[config.mk]
export PLATFORM = sky130hd
export DESIGN_NAME = sram_mem_ctrl
export DESIGN_NICKNAME = d
export VERILOG_FILES = /design/src/rtl/sram_mem_ctrl.sv
export SDC_FILE = /design/constraint.sdc
export NUM_CORES = 1
export LEC_CHECK = 0
export CORE_MARGIN = 4
export CORE_UTILIZATION = 44
export DETAILED_ROUTE_END_ITERATION = 8
export PLACE_DENSITY = 0.88
export SLEW_MARGIN = 40
export SYNTH_ARGS = -nofsm -noshare
export SYNTH_HDL_FRONTEND = slang
export SYNTH_SLANG_ARGS = --single-unit
[constraint.sdc]
create_clock -name clk -period 2.55 [get_ports clk]
set_clock_uncertainty 0.2 [all_clocks]
set_input_delay 0.255 -clock clk [delete_from_list [all_inputs] [get_ports clk]]
set_output_delay 0.255 -clock clk [all_outputs]
set_load 0.02 [all_outputs]
[src/rtl/sram_mem_ctrl.sv]
// MEM-stage data-memory controller: splits each 32-bit load/store into two
// 16-bit SRAM accesses (low half, then high half) and stalls the pipeline via ready.
module sram_mem_ctrl #(
    parameter int BASE_ADDR   = 1024,
    parameter int WAIT_CYCLES = 2
) (
    input  logic        clk,
    input  logic        rst,
    input  logic        rd_en,
    input  logic        wr_en,
    input  logic [31:0] address,
    input  logic [31:0] write_data,
    output logic [31:0] read_data,
    output logic        ready,
    output logic [17:0] sram_addr,
    output logic [15:0] sram_dq_out,
    output logic        sram_dq_oe,
    input  logic [15:0] sram_dq_in,
    output logic        sram_we_n
);

    localparam logic [1:0] IDLE = 2'd0;
    localparam logic [1:0] LOW  = 2'd1;
    localparam logic [1:0] HIGH = 2'd2;
    localparam logic [1:0] DONE = 2'd3;

    localparam int          CW   = (WAIT_CYCLES > 1) ? $clog2(WAIT_CYCLES) : 1;
    localparam logic [31:0] BASE = 32'(BASE_ADDR);
    localparam logic [CW-1:0] LAST_CNT = CW'(WAIT_CYCLES - 1);

    logic [1:0]    state;
    logic [CW-1:0] cnt;
    logic          is_write;
    logic [16:0]   word;
    logic [31:0]   data;
    logic          req;
    logic          last;
    logic [16:0]   req_word;

    assign req      = rd_en | wr_en;
    assign last     = (cnt == LAST_CNT);
    // Offset wraps modulo 2^32; only the low 17 bits of the word index reach the SRAM.
    assign req_word = 17'((address - BASE) >> 2);
    assign ready    = ~req | (state == DONE);

    // Request capture; a simultaneous read and write is performed as a write.
    always_ff @(posedge clk) begin
        if (state == IDLE && req) begin
            is_write <= wr_en;
            word     <= req_word;
            data     <= write_data;
        end
    end

    always_ff @(posedge clk) begin
        if (rst) begin
            state       <= IDLE;
            cnt         <= '0;
            read_data   <= '0;
            sram_we_n   <= 1'b1;
            sram_dq_oe  <= 1'b0;
            sram_addr   <= '0;
            sram_dq_out <= '0;
        end else begin
            case (state)
                IDLE: begin
                    if (req) begin
                        state       <= LOW;
                        cnt         <= '0;
                        sram_addr   <= {req_word, 1'b0};
                        sram_we_n   <= ~wr_en;
                        sram_dq_oe  <= wr_en;
                        sram_dq_out <= write_data[15:0];
                    end
                end
                LOW: begin
                    if (last) begin
                        state       <= HIGH;
                        cnt         <= '0;
                        sram_addr   <= {word, 1'b1};
                        sram_dq_out <= data[31:16];
                        if (!is_write) read_data[15:0] <= sram_dq_in;
                    end else begin
                        cnt <= cnt + 1'b1;
                    end
                end
                HIGH: begin
                    if (last) begin
                        state      <= DONE;
                        cnt        <= '0;
                        sram_we_n  <= 1'b1;
                        sram_dq_oe <= 1'b0;
                        if (!is_write) read_data[31:16] <= sram_dq_in;
                    end else begin
                        cnt <= cnt + 1'b1;
                    end
                end
                default: begin
                    state <= IDLE;
                end
            endcase
        end
    end

endmodule
-- Yosys cells after proc, flatten, opt, wreduce, memory -nomap -nowiden
Index checks and enable logic that the tools add are counted.
- output and inout bits: 69
- register bits after elaboration: 121
- word-level logic and storage cells: 55
- input port bits: 84
- add/sub/neg operators: 2
- mux-type cells: 19
- bitwise gates (word level): 5
- reduce and logical (&&, ||, !) cells: 12
- equal/unequal tests: 6
- operators by type and width (cell ; number):
    $mux W18 ; 2
    $pmux W18 S2 ; 1
    $mux W16 ; 2
    $pmux W16 S2 ; 1
    $sub A19 B11 Y19 const B ; 1
    $reduce_and A3 Y1 ; 5
    $mux W1 ; 6
    $mux W2 ; 3
    $ne A2 B2 Y1 const B ; 3
    $pmux W1 S2 ; 3
    $pmux W2 S3 ; 1
    $reduce_bool A2 Y1 ; 3
    $eq A2 B2 Y1 const B ; 2
    $not A1 Y1 ; 3
    $eq A2 B1 Y1 const B ; 1
    $logic_not A2 Y1 ; 1
    $or A1 B1 Y1 ; 2
    $reduce_and A2 Y1 ; 1
    $reduce_or A2 Y1 ; 1
    $add A1 B1 Y1 const B ; 1
    $logic_and A1 B1 Y1 ; 1

-- Logic depth before layout (Yosys ltp)
Gate-level depths: netlist (run 1).
- depth in word-level cells: 4
- gate-level depth with buffers: 8
- gate-level depth less buffers: 6

-- Worst setup path before layout (run 1)
OpenSTA, ideal clock, no wires.
- path kind: reg-to-reg
- start: register state[0]
- end: register data[16] (enable)
- clock period less this slack: 2.060 ns
- path slack: 0.490 ns
- stages on the path, launching flop included: 4
- data required time: 1.956 ns
- library setup time: 0.394 ns
- buffers on the path: 0
- arrival: 1.466 ns
- cell sequence: dfxtp_1 -> inv_1 -> ha_1 -> o21a_1
- cells in the longest elaborated chain, start to end: 2
- RTL lines (item ; RTL line ; source):
    start: declaration ; 31 ; logic [1:0] state;
    start signal: assignment ; 57 ; state <= IDLE;
    start signal: assignment ; 68 ; state <= LOW;
    start signal: assignment ; 78 ; state <= HIGH;
    $logic_not A2 Y1 ; 48 ; if (state == IDLE && req) begin
    $logic_and A1 B1 Y1 ; 48 ;
    end signal: assignment ; 51 ; data <= write_data;
    end: declaration ; 35 ; logic [31:0] data;
No other way between the ends.
A chain may end at the register's enable or synchronous reset.

-- Final worst setup path (run 1)
- start: register state[0]
- end: output port ready
- cells in the longest elaborated chain, start to end: 2
- RTL lines (item ; RTL line ; source):
    $eq A2 B2 Y1 ; 44 ; assign ready = ~req | (state == DONE);
    $or A1 B1 Y1 ; 44 ;
    end: declaration ; 14 ; output logic ready,
No other way between the ends.

==> impl_metrics.py, run 1 <==
metrics = {
    "synth": {
        "synth_async_sr_flop_share_pct": 0,
        "yosys_most_used_dff": "dfxtp_1",
        "ys_seq_area_share_pct": 59.4,
        "synthCells": 394,
        "synth_top_area_share_pct": 34.6,
        "synth.most_common_cell": "dfxtp_1",
        "ys.warnings.count": 0,
        "ys_types": 37,
        "netlist_area_sq_mm": 0.00411,
        "syn_avg_cell_area_sq_um": 10.4,
        "ys_seq_elements": 105,
        "yosys.area.top_type": "dfxtp_1",
        "syn-num-nets": 483,
        "synth_area_leaders": "dfxtp_1 (35%), edfxtp_1 (25%), mux2i_1 (6.6%)",
        "synth_edf_count": 34,
        "synth_commonest_cells": "dfxtp_1 (71), nand2_1 (70), a21oi_1 (40)",
    },
    "worst_setup_path": {
        "rr_startpoint": "state[0]",
        "reg2reg_depth": 7,
        "crit_arrival_ns": 1.73,
        "endpoint_kind": "output pin",
        "path_max_fanout": 4,
        "crit_type": "flop to output pin",
        "worst_ep_required_time_ns": 2.10,
        "critPathLaunchType": "flop",
        "crit_path_cell_trace": "ha_1, o21bai_1, clkdlybuf4s50_1",
        "crit_path_top_delay_cell": "clkdlybuf4s50_1",
        "critPathBufInv": 1,
        "cp-startpoint": "state[0]",
        "cp.depth": 3,
        "setup.worst_path.end": "ready",
        "path_delay_family": "buffers and inverters",
        "crit_path_max_incr_delay_ns": 0.62,
        "r2r_slack_ns": 0.39,
        "r2r_end": "sram_addr[9]",
    },
    "clock_network": {
        "cts_root_buffer": "clkbuf_8",
        "cts_sinks": 105,
        "numCtsBuffers": 9,
        "clockBufferDepth": 2,
        "insertion_delay_ns": 0.35,
        "post_cts_buffers": 0,
        "cts_tree": "done",
        "path_clk_slew_ns": 0.10,
        "holdBufCountCts": 0,
        "cts_resized": 0,
        "h-tree-depth": 3,
    },
    "floorplan": {
        "core-area_sq_mm": 0.00915,
        "die_h_um": 105,
        "start_util_pct": 44.9,
        "die_w_um": 105,
        "boundaryPins": 153,
        "die_area_sq_mm": 0.0110,
        "floorplan.rows": 35,
    },
    "finish": {
        "instances_no_fill": 645,
        "drive_above_1_share_pct": 6.37,
        "nFillCells": 723,
        "layout.nets": 618,
        "final_util_pct": 63.2,
        "syn2layout_area_growth_pct": 40.6,
        "n_antenna_cell": 0,
    },
    "sta": {
        "fmax_mhz": 458,
        "fin_setup_tns_ns": 0,
        "period_share_pct": 85.7,
        "period_minus_slack_ns": 2.19,
        "drv_slew": 0,
        "holdWs_ns": 0.0678,
        "rsz0062_at_grt": "false",
        "hold_violations": 0,
        "slew_headroom_pct": 61.1,
        "setup_viol_count_final": 0,
        "worst_slew_pin_slew_ns": 0.582,
    },
    "global_routing": {
        "grt_use_total_pct": 18.6,
        "grt_pass1_vias": 3463,
        "grt_max_degree": 36,
        "grt_pass1_wl_um": 16700,
        "grt_antenna_before_repair": 0,
        "globalRouteOverflowTotal": 0,
    },
    "place": {
        "io_buffers": 137,
        "dp_cells": 629,
        "globalplace.congestion": 0.760,
        "hpwlAfterDp_um": 7680,
    },
    "drt": {
        "wl_um": 10200,
        "wl_per_cell_um": 15.8,
        "antenna_left": 0,
        "vias": 3364,
        "drcViolationCount": 0,
        "vias_per_cell": 5.22,
        "first_iter_violations": 113,
        "drt_pass1_iterations": 4,
    },
    "outcome": {
        "status": "finished clean",
    },
    "power": {
        "leakage_nw": 2.04,
        "peakVddDrop_v": 0.000663,
        "power_mw": 6.19,
        "p_per_area_mw_per_mm2": 1070,
    },
    "hold_path": {
        "hold_start": "rst",
        "hp-class": "input pin to flop",
    },
    "run": {
        "max_cap_violations": 0,
    },
}
-- stage by stage --
step	cell area, sq um	worst slack, ns
2_1_floorplan	4110	0.490
4_1_cts	5780	0.329
5_1_grt	5780	0.196
6_report	5780	0.365
3_5_place_dp	5610	0.248
3_3_place_gp	5610	0.302
-- layout by cell type, fill, tap and decap left out, types with 3 or more instances in the layout --
master,n
a211oi_1,27
a21oi_1,40
a221o_1,3
and3_1,3
buf_4,10
clkbuf_8,9
clkdlybuf4s50_1,136
dfxtp_1,71
edfxtp_1,34
ha_1,4
inv_1,8
mux2i_1,27
nand2_1,70
nand2b_1,3
nand3_1,4
nor2_1,39
nor3b_1,4
o211ai_1,4
o21ai_0,6
xor2_1,3
-- worst min-delay path by stage --
| stage | to | slack [ns] | cells after the start |
|---|---|---|---|
| 3_5_place_dp | read_data[8] | 0.25 | 2 |
| 4_1_cts | state[0] | 0.05 | 2 |
| 6_report | state[0] | 0.07 | 2 |
| 2_1_floorplan | data[16] | 0.15 | 0 |
| 5_1_grt | sram_dq_oe | 0.09 | 2 |
| 3_3_place_gp | read_data[13] | 0.24 | 2 |
-- per-layer routing --
| layer | vias to the layer above | global-route usage [%] | share of wire, % |
|---|---|---|---|
| met5 | - | 0 | 0 |
| met4 | 0 | 5.44 | 1.2 |
| met3 | 10 | 6.05 | 8.3 |
| met2 | 123 | 33.2 | 49 |
| met1 | 1590 | 21.3 | 41 |
| li1 | 1641 | - | - |
-- where the power goes --
part / leakage, nW / internal [mW] / switching (mW)
combinational: 1.04 / 1.21 / 1.53
clock: 0.0807 / 0.358 / 0.554
sequential: 0.915 / 2.30 / 0.250
total: 2.04 / 3.86 / 2.33
-- cell families after synthesis --
| group | Yosys count | synth area share (%) |
|---|---|---|
| AO/OA/AOI/OAI | 87 | 13.3 |
| XOR/XNOR | 6 | 1.46 |
| adder cells (fa/ha/maj) | 5 | 1.52 |
| buffers and inverters | 32 | 3.26 |
| flip-flops | 105 | 59.4 |
| multiplexers | 27 | 6.57 |
| AND/OR/NAND/NOR | 132 | 14.5 |
-- flip-flops by register name, indices dropped and copies added, names as in the netlist --
signal       cells
cnt              1
data            16
is_write         1
read_data       32
sram_addr       18
sram_dq_oe       1
sram_dq_out     16
sram_we_n        1
state            2
word            17
-- cell type report --
type | instances | area (sq um) | share of cell area [%]
Clock buffer | 10 | 128 | 2.21
Clock inverter | 6 | 41.3 | 0.714
Inverter | 8 | 30.0 | 0.519
Multi-Input combinational cell | 257 | 1540 | 26.6
Sequential cell | 105 | 2440 | 42.3
Tap cell | 111 | 139 | 2.40
Timing Repair Buffer | 148 | 1460 | 25.3
Power figures use the tool's default switching activity.
==> run 2, diff against run 1 <==
SETUP_SLACK_MARGIN = 0.4   (was unset)
==> run 2 against run 1 <==
  * Sequential cell count unchanged
  * First-iteration DRC count decreased by 6.2%
  * Global-route usage increased by 0.079 points
  * Via count decreased by 0.51%
  * Sequential share of layout area decreased by 0.13 points
  * Worst hold slack got worse by 0.0055 ns
  * Critical endpoint is now sram_addr[17]
  * Largest cell class unchanged
==> impl_metrics.py, run 2 (synthesis results as in run 1) <==
metrics = {
    "sta": {
        "drv_slew": 0,
        "fmax_mhz": 501,
        "setup_viol_count_final": 0,
        "hold_violations": 0,
        "slew_headroom_pct": 61.1,
        "worst_slew_pin_slew_ns": 0.581,
        "period_minus_slack_ns": 1.99,
        "fin_setup_tns_ns": 0,
        "period_share_pct": 78.2,
        "rsz0062_at_grt": "false",
    },
    "clock_network": {
        "insertion_delay_ns": 0.35,
        "cts_root_buffer": "clkbuf_8",
        "numCtsBuffers": 9,
        "cts_sinks": 105,
        "path_clk_slew_ns": 0.10,
        "clockBufferDepth": 2,
        "cts_tree": "done",
        "h-tree-depth": 3,
    },
    "floorplan": {
        "boundaryPins": 153,
        "core-area_sq_mm": 0.00915,
        "die_area_sq_mm": 0.0110,
        "die_w_um": 105,
        "start_util_pct": 44.9,
        "die_h_um": 105,
        "floorplan.rows": 35,
    },
    "place": {
        "io_buffers": 137,
        "globalplace.congestion": 0.760,
        "hpwlAfterDp_um": 7680,
    },
    "finish": {
        "final_util_pct": 63.3,
        "drive_above_1_share_pct": 6.72,
        "regArea_sq_mm": 0.00244,
        "syn2layout_area_growth_pct": 41.0,
        "n_antenna_cell": 0,
        "final_common_cell": "clkdlybuf4s50_1",
        "largest_register_ffs": 32,
        "layout.nets": 620,
        "nFillCells": 719,
        "multiInputGateArea_sq_mm": 0.00154,
        "layout_top_registers": "read_data (32), sram_addr (18), word (17)",
        "top_register": "read_data",
        "final_cell_mix": "clkdlybuf4s50_1 (135), dfxtp_1 (71), nand2_1 (70)",
    },
    "hold_path": {
        "hp-class": "input pin to flop",
        "hold_start": "rst",
        "hold_depth": 2,
        "min_to": "state[0]",
    },
    "worst_setup_path": {
        "crit_path_cell_trace": "inv_1, ha_1, nor3b_4, buf_4, nor4_1, a221o_1",
        "critPathLaunchType": "flop",
        "crit_arrival_ns": 2.09,
        "endpoint_kind": "flop",
        "rr_startpoint": "state[0]",
        "path_max_fanout": 9,
        "worst_ep_required_time_ns": 2.65,
        "critPathBufInv": 2,
        "r2r_end": "sram_addr[17]",
        "crit_path_top_delay_cell": "nor4_1",
        "reg2reg_depth": 6,
        "crit_path_max_incr_delay_ns": 0.41,
        "r2r_slack_ns": 0.56,
        "path_delay_family": "simple AND/OR/NAND/NOR gates",
        "crit_type": "flop to flop",
    },
    "drt": {
        "antenna_left": 0,
        "wl_um": 10200,
        "first_iter_violations": 106,
        "drt_pass1_iterations": 4,
        "vias_per_cell": 5.17,
        "vias": 3347,
        "wl_per_cell_um": 15.8,
        "drcViolationCount": 0,
    },
    "outcome": {
        "status": "finished clean",
    },
    "global_routing": {
        "grt_pass1_vias": 3479,
        "grt_pass1_wl_um": 16700,
        "grt_use_total_pct": 18.7,
        "grt_max_degree": 36,
        "grt_antenna_before_repair": 0,
        "globalRouteOverflowTotal": 0,
    },
    "run": {
        "max_cap_violations": 0,
    },
    "power": {
        "p_per_area_mw_per_mm2": 1080,
        "leakage_nw": 2.05,
        "peakVddDrop_v": 0.000663,
    },
}
[run 2: through the flow]
stage	hold slack, ns	power [mW]	setup WS, ns	instances	instance area [sq um]
after floorplan	0.154	4.16	0.490	394	4110
after global placement	0.241	5.21	0.302	629	5610
after detailed placement	0.251	5.33	0.248	629	5610
after CTS	0.0495	6.30	0.452	647	5790
after global routing	0.0870	6.64	0.401	647	5800
final	0.0623	6.25	0.556	647	5800
[run 2: timing repair]
action                     4_1_cts  5_1_grt
pin swaps                        1        0
setup endpoints to repair        3       11
setup buffers                    2        0
gates resized for setup          1        1
hold buffers                     0        0
[run 2: cell type report]
cell class	instances	area share (%)
Clock buffer	10	2.20
Multi-Input combinational cell	257	26.5
Sequential cell	105	42.1
Tap cell	111	2.40
Timing Repair Buffer	150	25.5
Inverter	8	0.518
Clock inverter	6	0.712
[run 2: layer usage]
| layer | vias to the layer above | global-route usage (%) | part of all wire [%] |
|---|---|---|---|
| li1 | 1644 | - | - |
| met1 | 1573 | 21.4 | 41 |
| met2 | 120 | 33.3 | 49 |
| met3 | 10 | 6.05 | 8.1 |
| met4 | 0 | 5.44 | 1.2 |
| met5 | - | 0 | 0 |
[run 2: how the worst max path moves through the flow]
stage / from / end / slack, ns / cells after the start
after floorplan: state[0] / data[16] / 0.49 / 3
after global routing: state[0] / sram_addr[9] / 0.40 / 7
after detailed placement: address[10] / sram_addr[17] / 0.25 / 7
after CTS: state[1] / read_data[1] / 0.45 / 8
after global placement: address[10] / sram_addr[17] / 0.30 / 7
final: state[0] / sram_addr[17] / 0.56 / 6
[run 2: where the power goes]
part / internal (mW) / switching [mW]
Combinational: 1.25 / 1.54
Clock: 0.358 / 0.553
Sequential: 2.30 / 0.250
